$ cat src/rtl/mcycle_unit.sv
// Iterative unsigned multiply / divide unit for the execute stage.
// One shift-add or restoring-division step per clock, WIDTH steps per op.
module mcycle_unit #(
    parameter int WIDTH = 32
) (
    input  logic             CLK,
    input  logic             RESETn,
    input  logic             Start,
    input  logic             MCycleOp,
    input  logic [WIDTH-1:0] Operand1,
    input  logic [WIDTH-1:0] Operand2,
    output logic [WIDTH-1:0] Result1,
    output logic [WIDTH-1:0] Result2,
    output logic             Busy
);

    localparam int CW = (WIDTH > 1) ? $clog2(WIDTH) : 1;
    localparam int AW = 2 * WIDTH;

    typedef enum logic {
        IDLE,
        COMPUTE
    } state_e;

    state_e           state_q, state_d;
    logic [CW-1:0]    count_q, count_d;
    logic             op_q, op_d;
    logic [WIDTH-1:0] opb_q, opb_d;
    logic [AW-1:0]    acc_q, acc_d;
    logic [WIDTH-1:0] res1_q, res1_d;
    logic [WIDTH-1:0] res2_q, res2_d;

    logic [WIDTH:0]   mul_sum;
    logic [WIDTH:0]   div_hi;
    logic [WIDTH:0]   div_trial;
    logic [AW-1:0]    step;

    always_comb begin
        // MUL: acc = {product_hi, multiplier}; opb holds the multiplicand
        mul_sum = {1'b0, acc_q[AW-1:WIDTH]};
        if (acc_q[0]) begin
            mul_sum = mul_sum + {1'b0, opb_q};
        end
        // DIV: acc = {remainder, quotient}; opb holds the divisor
        div_hi    = acc_q[AW-1:WIDTH-1];
        div_trial = div_hi - {1'b0, opb_q};
        if (op_q) begin
            if (div_trial[WIDTH]) begin
                step = {acc_q[AW-2:0], 1'b0};
            end else begin
                step = {div_trial[WIDTH-1:0], acc_q[WIDTH-2:0], 1'b1};
            end
        end else begin
            step = {mul_sum, acc_q[WIDTH-1:1]};
        end
    end

    always_comb begin
        state_d = state_q;
        count_d = count_q;
        op_d    = op_q;
        opb_d   = opb_q;
        acc_d   = acc_q;
        res1_d  = res1_q;
        res2_d  = res2_q;
        unique case (state_q)
            IDLE: begin
                if (Start) begin
                    state_d = COMPUTE;
                    count_d = '0;
                    op_d    = MCycleOp;
                    opb_d   = MCycleOp ? Operand2 : Operand1;
                    acc_d   = {{WIDTH{1'b0}}, MCycleOp ? Operand1 : Operand2};
                end
            end
            COMPUTE: begin
                acc_d   = step;
                count_d = count_q + 1'b1;
                if (count_q == CW'(WIDTH - 1)) begin
                    state_d = IDLE;
                    count_d = '0;
                    res1_d  = step[WIDTH-1:0];
                    res2_d  = step[AW-1:WIDTH];
                end
            end
            default: state_d = IDLE;
        endcase
    end

    always_ff @(posedge CLK) begin
        if (!RESETn) begin
            state_q <= IDLE;
            count_q <= '0;
            op_q    <= 1'b0;
            opb_q   <= '0;
            acc_q   <= '0;
            res1_q  <= '0;
            res2_q  <= '0;
        end else begin
            state_q <= state_d;
            count_q <= count_d;
            op_q    <= op_d;
            opb_q   <= opb_d;
            acc_q   <= acc_d;
            res1_q  <= res1_d;
            res2_q  <= res2_d;
        end
    end

    assign Busy    = (state_q == COMPUTE) || ((state_q == IDLE) && Start);
    assign Result1 = res1_q;
    assign Result2 = res2_q;

endmodule
$ cat config.mk
export PLATFORM = sky130hd
export DESIGN_NAME = mcycle_unit
export DESIGN_NICKNAME = d
export VERILOG_FILES = /design/src/rtl/mcycle_unit.sv
export SDC_FILE = /design/constraint.sdc
export NUM_CORES = 1
export LEC_CHECK = 0
export CORE_MARGIN = 1.5
export CORE_UTILIZATION = 55
export CTS_CLUSTER_DIAMETER = 30
export CTS_CLUSTER_SIZE = 8
export DETAILED_ROUTE_END_ITERATION = 8
export PLACE_DENSITY = 0.89
export SETUP_SLACK_MARGIN = 0.15
export SLEW_MARGIN = 15
export SYNTH_ARGS = -nofsm -noshare
export SYNTH_HDL_FRONTEND = slang
export SYNTH_SLANG_ARGS = --single-unit
export TNS_END_PERCENT = 30
$ cat constraint.sdc
create_clock -name CLK -period 3.6 [get_ports CLK]
set_input_delay 1.08 -clock CLK [delete_from_list [all_inputs] [get_ports CLK]]
set_output_delay 1.08 -clock CLK [all_outputs]
set_load 0.02 [all_outputs]
# Yosys cells after proc, flatten, opt, wreduce, memory -nomap -nowiden
# Index checks and enable logic that the tools add are counted.
[classes]
add_sub_neg = 3
n_mux = 13
bitwise_logic = 1
reduce_logical = 4
n_eq_ne = 2
[op_table]
columns = ["operator", "count"]
rows = [
  ["2-to-1 mux 64 bit", 3],
  ["case mux 64 bit (2 select lines)", 1],
  ["2-to-1 mux 32 bit", 2],
  ["adder 32 x 32 -> 33 bit", 1],
  ["2-to-1 mux 33 bit", 1],
  ["subtractor 33 x 32 -> 33 bit", 1],
  ["2-to-1 mux 5 bit", 2],
  ["case mux 5 bit (2 select lines)", 1],
  ["adder 5 x 1 -> 5 bit (second input constant)", 1],
  ["== test 5 bit (second input constant)", 1],
  ["AND reduction 2 bit", 2],
  ["2-to-1 mux 1 bit", 2],
  ["!= test 2 bit (second input constant)", 1],
  ["case mux 1 bit (2 select lines)", 1],
  ["logical AND 1 bit", 1],
  ["logical OR 1 bit", 1],
  ["inverter 1 bit", 1],
]
[totals]
regBits = 167
wordCells = 30
input_bits = 68
out_inout_bits = 65

# Longest topological paths before layout
[depth]
depth_word = 4
depth_mapped = 15
depth_no_buf = 13

# Least setup slack after synthesis
# No wires, ideal clock.
[synth_path]
kind = "reg-to-reg"
start = "reg acc_q[31]"
end = "reg acc_q[46]"
setup_time_ns = 0.117
required_ns = 3.483
arrival_time_ns = 2.932
path_stages_with_launch = 16
slack_ns = 0.550
period_less_slack_ns = 3.050
n_path_buf = 2
path_cell_list = "dfxtp_1 > inv_1 > ha_1 > inv_1 > fa_1 > a211oi_2 > o21ai_1 > a21oi_4 > a211oi_2 > o41a_1 > and2_1 > buf_6 > buf_2 > nand2_1 > o211ai_1 > a32o_1"
[synth_via]
elab_chain_len = 4
[synth_lines]
columns = ["item", "line_no", "text"]
rows = [
  ["start, declared", "29", "logic [AW-1:0] acc_q, acc_d;"],
  ["start signal, assigned", "96", "acc_q <= '0;"],
  ["start signal, assigned", "104", "acc_q <= acc_d;"],
  ["subtractor 33 x 32 -> 33 bit", "46", "div_trial = div_hi - {1'b0, opb_q};"],
  ["2-to-1 mux 64 bit", "48", "if (div_trial[WIDTH]) begin"],
  ["2-to-1 mux 64 bit", "47", "if (op_q) begin"],
  ["case mux 64 bit (2 select lines)", "66", "unique case (state_q)"],
]
# No other way between the ends.
# A chain may end at the register's enable or synchronous reset.

# Final worst setup path
[layout_path]
start = "reg acc_q[31]"
end = "reg acc_q[53]"
# The elaborated chain is that of the path after synthesis.

==> results by group <==
Timing
  • Max frequency: between 300 and 400 MHz
  • Unrepaired setup endpoints after global routing: no
  • Worst slew pin tran: roughly 1.2 ns
  • Slew Limit Fails: 0
  • Final hold slack: 0.455 ns
  • Total negative slack: 0 ns
  • Final worst path period share: 92.2%
  • Min cycle time layout: between 3 and 4 ns
  • Final setup violation count: 0
  • Rel. slew slack: around 18%
  • Setup Skew: 0.0149 ns
  • Hold Vio Cnt, Final: 0

Global routing
  • Largest net degree at the start of global routing: between 70 and 80
  • First-pass GRT wire length: between 50000 and 60000 um
  • Grt met2 use: 51.7%
  • GR Util met3: between 6 and 7%
  • Number of global-route vias before repair: 10673
  • GR peak layer: met2
  • Gr ovfl total: 0
  • Met1 Track Usage GR: approximately 45%
  • GRT Total Usage: between 30 and 40%
  • Antenna violations before repair: 0

Clock network
  • CTS H-Tree Depth: 4
  • CTS Root Cell: clkbuf_16
  • Clock-pin slew on the worst setup and hold paths: ~0.080 ns
  • Num CTS Buffers: 17
  • Hold_buf cts: 0
  • Clock Path Buffers: 2
  • CTS tree: yes
  • Clock tree sinks: between 150 and 200
  • Clk Latency, worst-skew pair: 0.45 ns

Detailed routing
  • WL/cell: between 15 and 20 um
  • Post-route DRC: 0
  • Number of DRC markers in iteration 0: 1176
  • Average vias per placed instance: approximately 6.3
  • DR pass1 iterations: 8
  • Vias: about 11000
  • Total Wirelength: ~35000 um
  • Post-route ant nets: 0

Flow run
  • Max-capacitance violation count: 0

Finish
  • Fin nets: ~1600
  • Synthesis-to-finish area growth: 21.2%
  • Fillers: between 1500 and 2000
  • Area of the multi-input gates: between 7000 and 8000 sq um
  • N_diodes: 0
  • FF+latch area: approximately 3400 sq um
  • Cell area after layout: 13600 sq um
  • Share of layout cells above drive strength 1: about 7.6%

Die
  • Num ports: about 130
  • Initial Utilization: a little under three fifths
  • Die area: between 20000 and 25000 sq um
  • CORE AREA: just over 20000 sq um
  • Die height: approximately 150 um
  • Die width: ~150 um
  • Rows: between 50 and 60

Worst setup path
  • Worst R2R Path Depth: 14
  • RR Startpoint: acc_q[31]
  • CP max FO: 22
  • Type of origin of the critical path: flop
  • Worst R2R Setup Slack: approximately 0.28 ns
  • Worst setup EP type: flop
  • Worst path required time: approximately 4 ns
  • R2r endpoint: acc_q[53]
  • Setup Crit Path Kind: flop to flop
  • Worst EP arrival: 3.65 ns

Synth
  • Syn avg cell area: about 8.1 sq um
  • Synth Register Bits: between 150 and 200
  • Commonest cells post-synth: nand2_1 (191), dfxtp_1 (167), a21oi_1 (118), mux2i_1 (99), o21ai_0 (99)
  • Mapped cell area: 11200 sq um
  • Seq/Total Area, Yosys: ~30%
  • Post-Synthesis Cells: around 1400
  • Cell taking the most area after synthesis: dfxtp_1
  • Count leader, synth: nand2_1
  • Count of cell types in the netlist: 62
  • Top_reg_cell synth: dfxtp_1
  • Post-synth ARST share: 0%
  • Synth warnings: 0
  • Top-area cell type share of the netlist area: ~30%
  • Post-synth EDFFs: 0
  • Mapped Nets: ~1500
  • Synth area leaders: dfxtp_1 (30%), mux2i_1 (8.8%), ha_1 (7.4%)

Power
  • Pwr dens: between 300 and 400 nW/um^2
  • VDD IR max: between 0.3 and 0.4 mV
  • Leak: 6.06 nW

Hold path
  • Hold/Removal Path Class: flop to flop
  • HP Start: Result1[27]
  • Hold Path Sink: Result1[27]
  • Hold path cells: 2

Placed design
  • GP Congestion: approximately 1.0
  • Area after DPL: ~13000 sq um
  • PortBufs: between 100 and 150
  • DP Wirelength: between 20000 and 30000 um

Run status
  • Status: finished clean
## flip-flops by register name, summed over array words and instances (netlist names)
register	count
Result1	32
Result2	32
opb_q	32
state_q	1
acc_q	64
op_q	1
count_q	5
## worst max-delay path, stage by stage (launching register included)
cell      delay, ns
dfxtp_1        0.33
inv_1          0.06
ha_1           0.18
inv_1          0.07
fa_2           0.39
a211oi_4       0.30
o21ai_2        0.12
a21oi_4        0.25
a211oi_2       0.13
o41a_1         0.49
and2_4         0.20
buf_6          0.17
a21oi_1        0.15
o21ai_1        0.12
a32o_1         0.26
## cell type report
cell class	instances	area share [%]
multi-input combinational	1076	54.5
sequential	167	24.7
timing repair buffer	182	12.5
clock buffer	18	3.23
tap	270	2.49
inverter	52	1.44
clock inverter	14	1.12
## cell families (layout without fill, tap and decap cells)
group / count (synthesis) / after routing / synth area share (%)
muxes: 101 / 101 / 9.04
buffers and inverters: 137 / 266 / 4.82
DFF: 167 / 167 / 29.8
xor gates and xnor gates: 40 / 40 / 3.13
AOI/OAI and AO/OA: 482 / 482 / 30.1
adders and majority gates: 68 / 68 / 7.73
and+or+nand+nor: 385 / 385 / 15.3
## layer usage
metal  vias up  share of wire (%)
li1       5309                  -
met1      5325                 43
met2       601                 45
met3        53                9.8
met4         0                1.8
met5         -                  0
## timing repair
| item | CTS | global route |
|---|---|---|
| setup buffers | 0 | 3 |
| gates resized for setup | 2 | 19 |
| endpoints found under the setup margin | 36 | 60 |
| pin swaps | 1 | 4 |
## cell usage in the layout, fill, tap and decap left out, types with 28 or more instances in the layout
cell,netlist,layout
clkdlybuf4s50_1,0,129
dfxtp_1,167,163
mux2i_1,99,99
ha_1,66,66
o21ai_0,99,96
nor2_1,79,79
inv_1,52,52
a21o_1,28,28
o211a_1,64,64
nand2_1,191,190
a22o_1,29,29
buf_4,0,48
a21oi_1,118,116
xnor2_1,28,28
## per-stage QoR
stage / util [%] / cells / power, mW / worst slack, ns
after floorplan: - / 1380 / 2.93 / 0.550
after global routing: 67.6 / 1779 / 5.41 / 0.138
after global placement: 64.1 / 1744 / 3.29 / 0.259
after CTS: 67.2 / 1776 / 5.14 / 0.162
final: 67.6 / 1779 / 5.20 / 0.283
after detailed placement: 64.1 / 1744 / 3.32 / 0.0869
## power by group
part           switching, mW  total, mW  internal (mW)  leakage (nW)
clock                  0.903       1.85          0.946         0.284
sequential            0.0963       2.02           1.93          1.36
combinational          0.775       1.33          0.556          4.41
## worst max-delay path by stage
stage / depth (start not counted) / endpoint / start
after floorplan: 15 / acc_q[46] / acc_q[31]
after global placement: 12 / Result2[27] / opb_q[1]
after detailed placement: 12 / Result2[2] / opb_q[1]
after CTS: 13 / Result2[2] / opb_q[0]
after global routing: 14 / acc_q[53] / acc_q[31]
final: 14 / acc_q[53] / acc_q[31]
No activity file was read; power rests on OpenSTA's default activity.
